## src/rtl/demux_pingpong_wr_ctrl.sv

```systemverilog
// Write-side ping-pong controller: fills bank 1 then bank 2 with DEPTH words each,
// steering bytes through demux_1_to_2_8bits. Optional flush/fill_level behind DEMUX_FLUSH_EN.

module demux_1_to_2_8bits (
    input  logic       i_sel,
    input  logic       i_en,
    input  logic [7:0] i_din,
    output logic [7:0] o_dout_1,
    output logic [7:0] o_dout_2
);
    always_comb begin
        o_dout_1 = 8'h00;
        o_dout_2 = 8'h00;
        if (i_en) begin
            if (i_sel) o_dout_2 = i_din;
            else       o_dout_1 = i_din;
        end
    end
endmodule

module demux_pingpong_wr_ctrl #(
    parameter int DEPTH  = 28,
    parameter int ADDR_W = $clog2(DEPTH)
) (
    input  logic              clk,
    input  logic              rst_n,
    input  logic              din_valid,
    input  logic [7:0]        din,
    output logic              din_ready,
    input  logic [1:0]        bank_release,
`ifdef DEMUX_FLUSH_EN
    input  logic              flush,
    output logic [ADDR_W:0]   fill_level,
`endif
    output logic [7:0]        dout_1,
    output logic [7:0]        dout_2,
    output logic              wr_en_1,
    output logic              wr_en_2,
    output logic [ADDR_W-1:0] wr_addr,
    output logic [1:0]        bank_full,
    output logic              bank_done,
    output logic              cur_bank
);
    localparam logic [ADDR_W-1:0] LAST_ADDR = ADDR_W'(DEPTH - 1);

    typedef enum logic {S_FILL, S_WAIT} state_t;

    state_t            r_state;
    logic [ADDR_W-1:0] r_wr_cnt;
    logic              r_cur_bank;
    logic [1:0]        r_bank_full;
    logic              r_bank_done;
    logic              r_wr_en_1;
    logic              r_wr_en_2;
    logic [ADDR_W-1:0] r_wr_addr;
    logic [7:0]        r_dout_1;
    logic [7:0]        r_dout_2;

    logic              w_accept;
    logic              w_last;
    logic              w_close;
    logic              w_other;
    logic              w_stall;
    logic [1:0]        w_full_next;
    logic [7:0]        w_demux_1;
    logic [7:0]        w_demux_2;

    assign din_ready = (r_state == S_FILL);
    assign w_accept  = din_valid & din_ready;
    assign w_last    = w_accept && (r_wr_cnt == LAST_ADDR);

`ifdef DEMUX_FLUSH_EN
    logic [ADDR_W:0] r_fill_level;
    logic [ADDR_W:0] w_words;

    // A flush closes the bank only if it holds at least one word, counting one accepted now.
    assign w_close = w_last | (flush && (r_state == S_FILL) && ((r_wr_cnt != '0) || w_accept));
    assign w_words = {1'b0, r_wr_cnt} + (ADDR_W + 1)'(w_accept);

    always_ff @(posedge clk or negedge rst_n) begin
        if (!rst_n)       r_fill_level <= '0;
        else if (w_close) r_fill_level <= w_words;
    end

    assign fill_level = r_fill_level;
`else
    assign w_close = w_last;
`endif

    // Stall after closing a bank if the other bank is still held and not freed this cycle.
    assign w_other = ~r_cur_bank;
    assign w_stall = r_bank_full[w_other] & ~bank_release[w_other];

    // Release clears first, then a close sets; a same-bank release is thus ignored.
    genvar gi;
    generate
        for (gi = 0; gi < 2; gi++) begin : g_full
            assign w_full_next[gi] = (r_bank_full[gi] & ~bank_release[gi])
                                   | (w_close && (r_cur_bank == 1'(gi)));
        end
    endgenerate

    demux_1_to_2_8bits u_demux (
        .i_sel    (r_cur_bank),
        .i_en     (w_accept),
        .i_din    (din),
        .o_dout_1 (w_demux_1),
        .o_dout_2 (w_demux_2)
    );

    always_ff @(posedge clk or negedge rst_n) begin
        if (!rst_n) begin
            r_state     <= S_FILL;
            r_wr_cnt    <= '0;
            r_cur_bank  <= 1'b0;
            r_bank_full <= 2'b00;
            r_bank_done <= 1'b0;
        end else begin
            r_bank_full <= w_full_next;
            r_bank_done <= w_close;
            case (r_state)
                S_FILL: begin
                    if (w_close) begin
                        r_wr_cnt   <= '0;
                        r_cur_bank <= ~r_cur_bank;
                        r_state    <= w_stall ? S_WAIT : S_FILL;
                    end else if (w_accept) begin
                        r_wr_cnt <= r_wr_cnt + 1'b1;
                    end
                end
                S_WAIT: begin
                    if (bank_release[r_cur_bank]) r_state <= S_FILL;
                end
                default: r_state <= S_FILL;
            endcase
        end
    end

    always_ff @(posedge clk or negedge rst_n) begin
        if (!rst_n) begin
            r_wr_en_1 <= 1'b0;
            r_wr_en_2 <= 1'b0;
            r_wr_addr <= '0;
            r_dout_1  <= 8'h00;
            r_dout_2  <= 8'h00;
        end else begin
            r_wr_en_1 <= w_accept & ~r_cur_bank;
            r_wr_en_2 <= w_accept &  r_cur_bank;
            r_dout_1  <= w_demux_1;
            r_dout_2  <= w_demux_2;
            if (w_accept) r_wr_addr <= r_wr_cnt;
        end
    end

    assign dout_1    = r_dout_1;
    assign dout_2    = r_dout_2;
    assign wr_en_1   = r_wr_en_1;
    assign wr_en_2   = r_wr_en_2;
    assign wr_addr   = r_wr_addr;
    assign bank_full = r_bank_full;
    assign bank_done = r_bank_done;
    assign cur_bank  = r_cur_bank;
endmodule

```

## config.mk

```make
export PLATFORM = sky130hd
export DESIGN_NAME = demux_pingpong_wr_ctrl
export DESIGN_NICKNAME = d
export VERILOG_FILES = /design/src/rtl/demux_pingpong_wr_ctrl.sv
export SDC_FILE = /design/constraint.sdc
export NUM_CORES = 1
export LEC_CHECK = 0
export BUFFER_PORTS_ARGS = -buffer_cell sky130_fd_sc_hd__clkbuf_2
export CELL_PAD_IN_SITES_DETAIL_PLACEMENT = 0
export CELL_PAD_IN_SITES_GLOBAL_PLACEMENT = 1
export CORE_ASPECT_RATIO = 1.4
export CORE_MARGIN = 1
export CORE_UTILIZATION = 40
export DETAILED_ROUTE_END_ITERATION = 6
export GPL_ROUTABILITY_DRIVEN = 0
export GPL_TIMING_DRIVEN = 0
export PLACE_DENSITY_LB_ADDON = 0.1
export SYNTH_ARGS = -nofsm -noshare
export SYNTH_HDL_FRONTEND = slang
export SYNTH_SLANG_ARGS = --single-unit
```

## constraint.sdc

```tcl
create_clock -name clk -period 2.42 [get_ports clk]
set_input_delay 0.363 -clock clk [delete_from_list [all_inputs] [get_ports clk]]
set_output_delay 0.363 -clock clk [all_outputs]
set_load 0.03 [all_outputs]
```

# --- Word-level counts from Yosys, hierarchy flattened ---
# Cells that the tools add are included.
classes:
  n_addsub: 1
  n_lt_le_gt_ge: 2
  n_eq_ne: 1
  muxes: 16
  bitwise: 13
  reduce_logical: 6
op_table:
  columns: ["cell", "n"]
  rows:
  - ["8-bit two-way mux", 4]
  - ["5-bit two-way mux", 2]
  - ["1-bit two-way mux", 9]
  - ["1-bit AND", 6]
  - ["5-bit by 1-bit adder with 5-bit output, second input constant", 1]
  - ["5-bit equality test, second input constant", 1]
  - ["1-bit NOT", 5]
  - ["1-bit by 2-bit less-than comparator with 1-bit output, second input constant", 2]
  - ["2-bit AND reduction", 2]
  - ["1-bit logical AND", 3]
  - ["1-bit OR", 2]
  - ["1-bit one-hot mux with 2 select lines", 1]
  - ["2-bit nonzero test", 1]
word_totals:
  register_bits: 33
  input_bits: 13
  elab_cells: 49

# --- Depth between registers and ports, before layout ---
depth:
  word_depth: 8
  depth_mapped: 4
  ltp_nobuf: 4

# --- Cells and area by module ---
# From an unflattened synthesis, not the netlist that was laid out.
hier_totals:
  hier_cells: 101
  area_unflattened_um2: 1273.7
by_module_without_submodules:
  columns: ["module", "instances", "cells_per_inst", "area_each_um2", "seq_area_each_um2"]
  rows:
  - ["demux_pingpong_wr_ctrl", 1, 83, 1124.8, 825.8]
  - ["demux_1_to_2_8bits", 1, 18, 148.9, 0.0]

# --- Worst setup path before layout ---
# OpenSTA, ideal clock, no wires.
synth_timing:
  path_type: "reg2reg"
  startpoint: "register r_wr_cnt[0]"
  endpoint: "register r_wr_cnt[0]"
  setup_time_ns: 0.131
  arrival_time_ns: 1.065
  required_time_ns: 2.289
  setup_slack_ns: 1.224
  path_stages_with_launch: 5
  n_path_buf: 0
  synth_period_minus_slack_ns: 1.196
  path_cell_list: "dfrtp_1 > ha_1 > nand4b_4 > nor3_4 > o21ai_1"
synth_between:
  elab_chain_cells: 4
  word_cells_on_any_way: 7
synth_lines:
  columns: ["element", "line_no", "rtl"]
  rows:
  - ["start, declared", "49", "logic [ADDR_W-1:0] r_wr_cnt;"]
  - ["start signal, assigned", "128", "r_wr_cnt <= r_wr_cnt + 1'b1;"]
  - ["5-bit equality test *", "70", "assign w_last = w_accept && (r_wr_cnt == LAST_ADDR);"]
  - ["1-bit logical AND *", "70", null]
  - ["via w_close", "61", "logic w_close;"]
  - ["2-bit nonzero test (no line)", null, null]
  - ["2-bit AND reduction (no line)", null, null]
# The timed path passes the listed nets; every way through them passes the cells marked *. The select of a mux whose other input is x is not followed.
# A chain may end at the register's enable or synchronous reset.

# --- Worst setup path in the final report ---
layout_timing:
  startpoint: "register r_wr_cnt[0]"
  endpoint: "register r_bank_full[0] (netlist: bank_full[0])"
layout_between:
  elab_chain_cells: 4
layout_lines:
  columns: ["element", "line_no", "rtl"]
  rows:
  - ["5-bit equality test", "70", null]
  - ["1-bit logical AND", "70", null]
  - ["via w_close", "61", null]
  - ["1-bit logical AND", "99", "| (w_close && (r_cur_bank == 1'(gi)));"]
  - ["1-bit OR", "99", null]
  - ["via w_full_next[0]", "64", "logic [1:0] w_full_next;"]
  - ["end signal, assigned", "119", "r_bank_full <= w_full_next;"]
  - ["end, declared", "51", "logic [1:0] r_bank_full;"]
# The timed path passes the listed nets, and every way through them passes these cells.

==> reports/metrics.csv <==
stage,metric,value,unit
job,maxCapViolations,0,
logic_synthesis,synth-seq-cells,33,
power,comb_power_share,30.1,%
worst_setup_path,endpoint,bank_full[0],
die,boundaryPins,41,
die,rows,23,
logic_synthesis,synthesis.area,0.00124,mm²
logic_synthesis,synthArstFlopShare,100,%
clocking,cts_buffers,5,
final_layout,num_antenna_cells,0,
route,drt_first_pass_iters,2,
route,wl,2.21,mm
sta,tightestPinTransition,0.782,ns
route,ant_nets,0,
global_routing,grtUsageTotal,16.7,%
power,powerDensity,1020,mW/mm²
sta,setup_violations,0,
power,p_int,0.00100,W
die,start_util,42.6,%
logic_synthesis,synthFlopType,dfrtp_1,
clocking,clockBufferDepth,2,
global_routing,antenna_found_initial,0,
run_status,run_status,completed,
global_routing,grt_use_met1,16.4,%
worst_setup_path,r2r_setup_slack,1.04,ns
global_routing,grt.met3_usage,5.11,%
logic_synthesis,netlist_top_cells_area,"dfrtp_1 (67%), and3_1 (8.1%), nand2_1 (5.5%)",
global_routing,grt_overflow_total,0,
logic_synthesis,synth_edf_count,0,
worst_setup_path,arrival,1.60,ns
power,p_switching,0.000591,W
logic_synthesis,syn_inst,103,
sta,slew_violations,0,
logic_synthesis,synth_top_family_by_area,simple AND/OR/NAND/NOR gates,
worst_setup_path,startpoint,r_wr_cnt[0],
logic_synthesis,synth_nets,117,
route,post-route-drc-count,0,
sta,slew_headroom,47.9,%
worst_setup_path,startpoint_type,flop,
placement,hpwl,1.61,mm
global_routing,top_usage_layer,met2,
power,p_total,0.00159,W
global_routing,grt_max_degree,34,
clocking,clock_latency,0.27,ns
route,vias,879,
worst_setup_path,cp_max_fo,8,
logic_synthesis,synth_top_area_share,66.7,%
route,via_per_inst,4.73,
logic_synthesis,yosysTopAreaCell,dfrtp_1,
die,dieArea,0.00333,mm²
die,core_area,0.00291,mm²
sta,timing.final.crit_period,1.38,ns
worst_setup_path,critPathRequiredTime,2.63,ns
worst_setup_path,worstSetupPathType,flop to flop,
final_layout,final_nets,164,
final_layout,register_area,826,µm²
power,p_seq_share,47.4,%
route,avgRoutedWirePerCell,11.9,µm
logic_synthesis,synthXorXnorAreaFrac,1.41,%
die,die_x,49.0,µm
sta,finalHoldViolations,0,
logic_synthesis,synth-simple-area-share,21.9,%
clocking,cts_tree,built,
logic_synthesis,synth_compound_area_share,4.85,%
worst_hold_path,hold_class,primary input to asynchronous set/reset pin,
sta,fin_ws,1.04,ns
sta,finalSetupTns,0,ns
route,drt_iter0_markers,7,
placement,portBuffers,40,
worst_setup_path,critical_path.endpoint_type,flop,
worst_setup_path,ff2ff_path_depth,4,
power,p_clk_share,22.5,%
clocking,cts-root-buf,clkbuf_8,
clocking,clkTransAtPathRegs,0.06,ns
final_layout,fillers,277,
global_routing,met2_usage,30.6,%
clocking,post_cts_resized,0,
clocking,htreeDepth,2,
power,p_leak,0.911,nW
placement,pre_cts_slack,1.04,ns
clocking,cts.sinks,33,
clocking,cts_hold_buffers,0,
die,die_y,67.8,µm
power,vdd_drop_max,0.000582,V
final_layout,multi_input_area,372,µm²
sta,rsz0062_at_grt,no,
final_layout,drive_gt1_share,34.9,%
global_routing,grt_pass1_vias,898,
logic_synthesis,avgSynthCellArea,12.0,µm²
sta,fin_crit_sh,57.1,%
clocking,post_cts_buffers,0,
worst_setup_path,reg2reg_from,r_wr_cnt[0],
logic_synthesis,yosysWarnings,0,
logic_synthesis,synth.yosys.seq_area_share,66.7,%
worst_setup_path,r2r_end,bank_full[0],
logic_synthesis,synth_cell_types,26,
sta,skew,0.00493,ns
power,switching_share,37.1,%
sta,timing.fmax,0.723,GHz
global_routing,grt_first_pass_wirelength,3.97,mm
logic_synthesis,yosys.area_share.adder,1.01,%
final_layout,area_growth,25.9,%
logic_synthesis,synthMuxAreaShare,0.808,%
==> metrics by stage <==
step | instances | cell area, µm² | hold WS [ns] | utilization (%)
floorplan | 103 | 1240 | 0.0674 | -
global placement | 180 | 1490 | 0.459 | 51.1
detailed placement | 180 | 1490 | 0.464 | 51.1
CTS | 186 | 1560 | 0.182 | 53.6
global route | 186 | 1560 | 0.229 | 53.6
finish | 186 | 1560 | 0.159 | 53.6
==> registers in the layout, indices dropped and copies added (netlist names) <==
name and flops:
cur_bank 1, wr_en_2 1, wr_addr 5, r_wr_cnt 5, r_state 1, bank_done 1
dout_2 8, wr_en_1 1, bank_full 2, dout_1 8
==> power groups by stage <==
stage,combinational [W],sequential (W),clock (W)
final,0.000480,0.000756,0.000358
after global routing,0.000531,0.000774,0.000399
after CTS,0.000490,0.000757,0.000374
after detailed placement,0.000489,0.000767,0
after global placement,0.000482,0.000765,0
after floorplan,0.000164,0.000929,0
==> cell type report <==
type | instances | share of cell area (%)
Clock buffer | 5 | 4.41
Inverter | 5 | 1.20
Clock inverter | 1 | 0.321
Buffer | 5 | 1.44
Multi-Input combinational cell | 60 | 23.8
Timing Repair Buffer | 40 | 12.8
Tap cell | 37 | 2.97
Sequential cell | 33 | 53.0
==> Yosys cell counts, drive strengths merged, types with 2 or more instances <==
master / number
buf: 2
a22o: 3
and3: 16
clkbuf: 3
dfrtp: 33
o21ai: 4
inv: 5
nand2b: 2
nand2: 18
nor2: 3
==> worst min-delay path by stage <==
| stage | start | endpoint | slack (ns) | cells past startpoint |
|---|---|---|---|---|
| 2_1_floorplan | rst_n | bank_done | 0.07 | 0 |
| 3_3_place_gp | wr_addr[3] | wr_addr[3] | 0.46 | 2 |
| 3_5_place_dp | wr_addr[2] | wr_addr[2] | 0.46 | 2 |
| 4_1_cts | rst_n | wr_en_1 | 0.18 | 1 |
| 5_1_grt | rst_n | dout_2[5] | 0.23 | 1 |
| 6_report | rst_n | wr_en_1 | 0.16 | 1 |
==> cell usage in the layout (no fill, tap or decap), drive strengths merged <==
cell    count
nand3b      1
clkinv      1
nand4b      1
a22o        3
nand3       1
and2b       1
mux2i       1
xor2        1
nand4       1
or3         1
a31o        1
o21ai       4
nor3        1
xnor2       1
nand2      18
nand2b      2
nor3b       1
a21oi       1
clkbuf     48
nor2        3
dfrtp      33
inv         5
and3       16
ha          1
buf         2
==> worst max-delay path, stage by stage (launching register included) <==
cell and delay, ns:
dfrtp_1 0.41, ha_1 0.27, nand4b_4 0.14, nor3_4 0.31, a22o_1 0.19
==> routing by layer <==
metal,part of all wire (%),vias up
li1,-,433
met1,40,411
met2,52,29
met3,5.2,6
met4,2.9,0
met5,0,-
==> cells by family after synthesis <==
group,count (synthesis)
AO/OA/AOI/OAI,9
XOR/XNOR,2
adder cells (fa/ha/maj),1
buffers and inverters,10
flip-flops,33
multiplexers,1
AND/OR/NAND/NOR,47
Note: power is estimated with default switching activity, not from simulation.
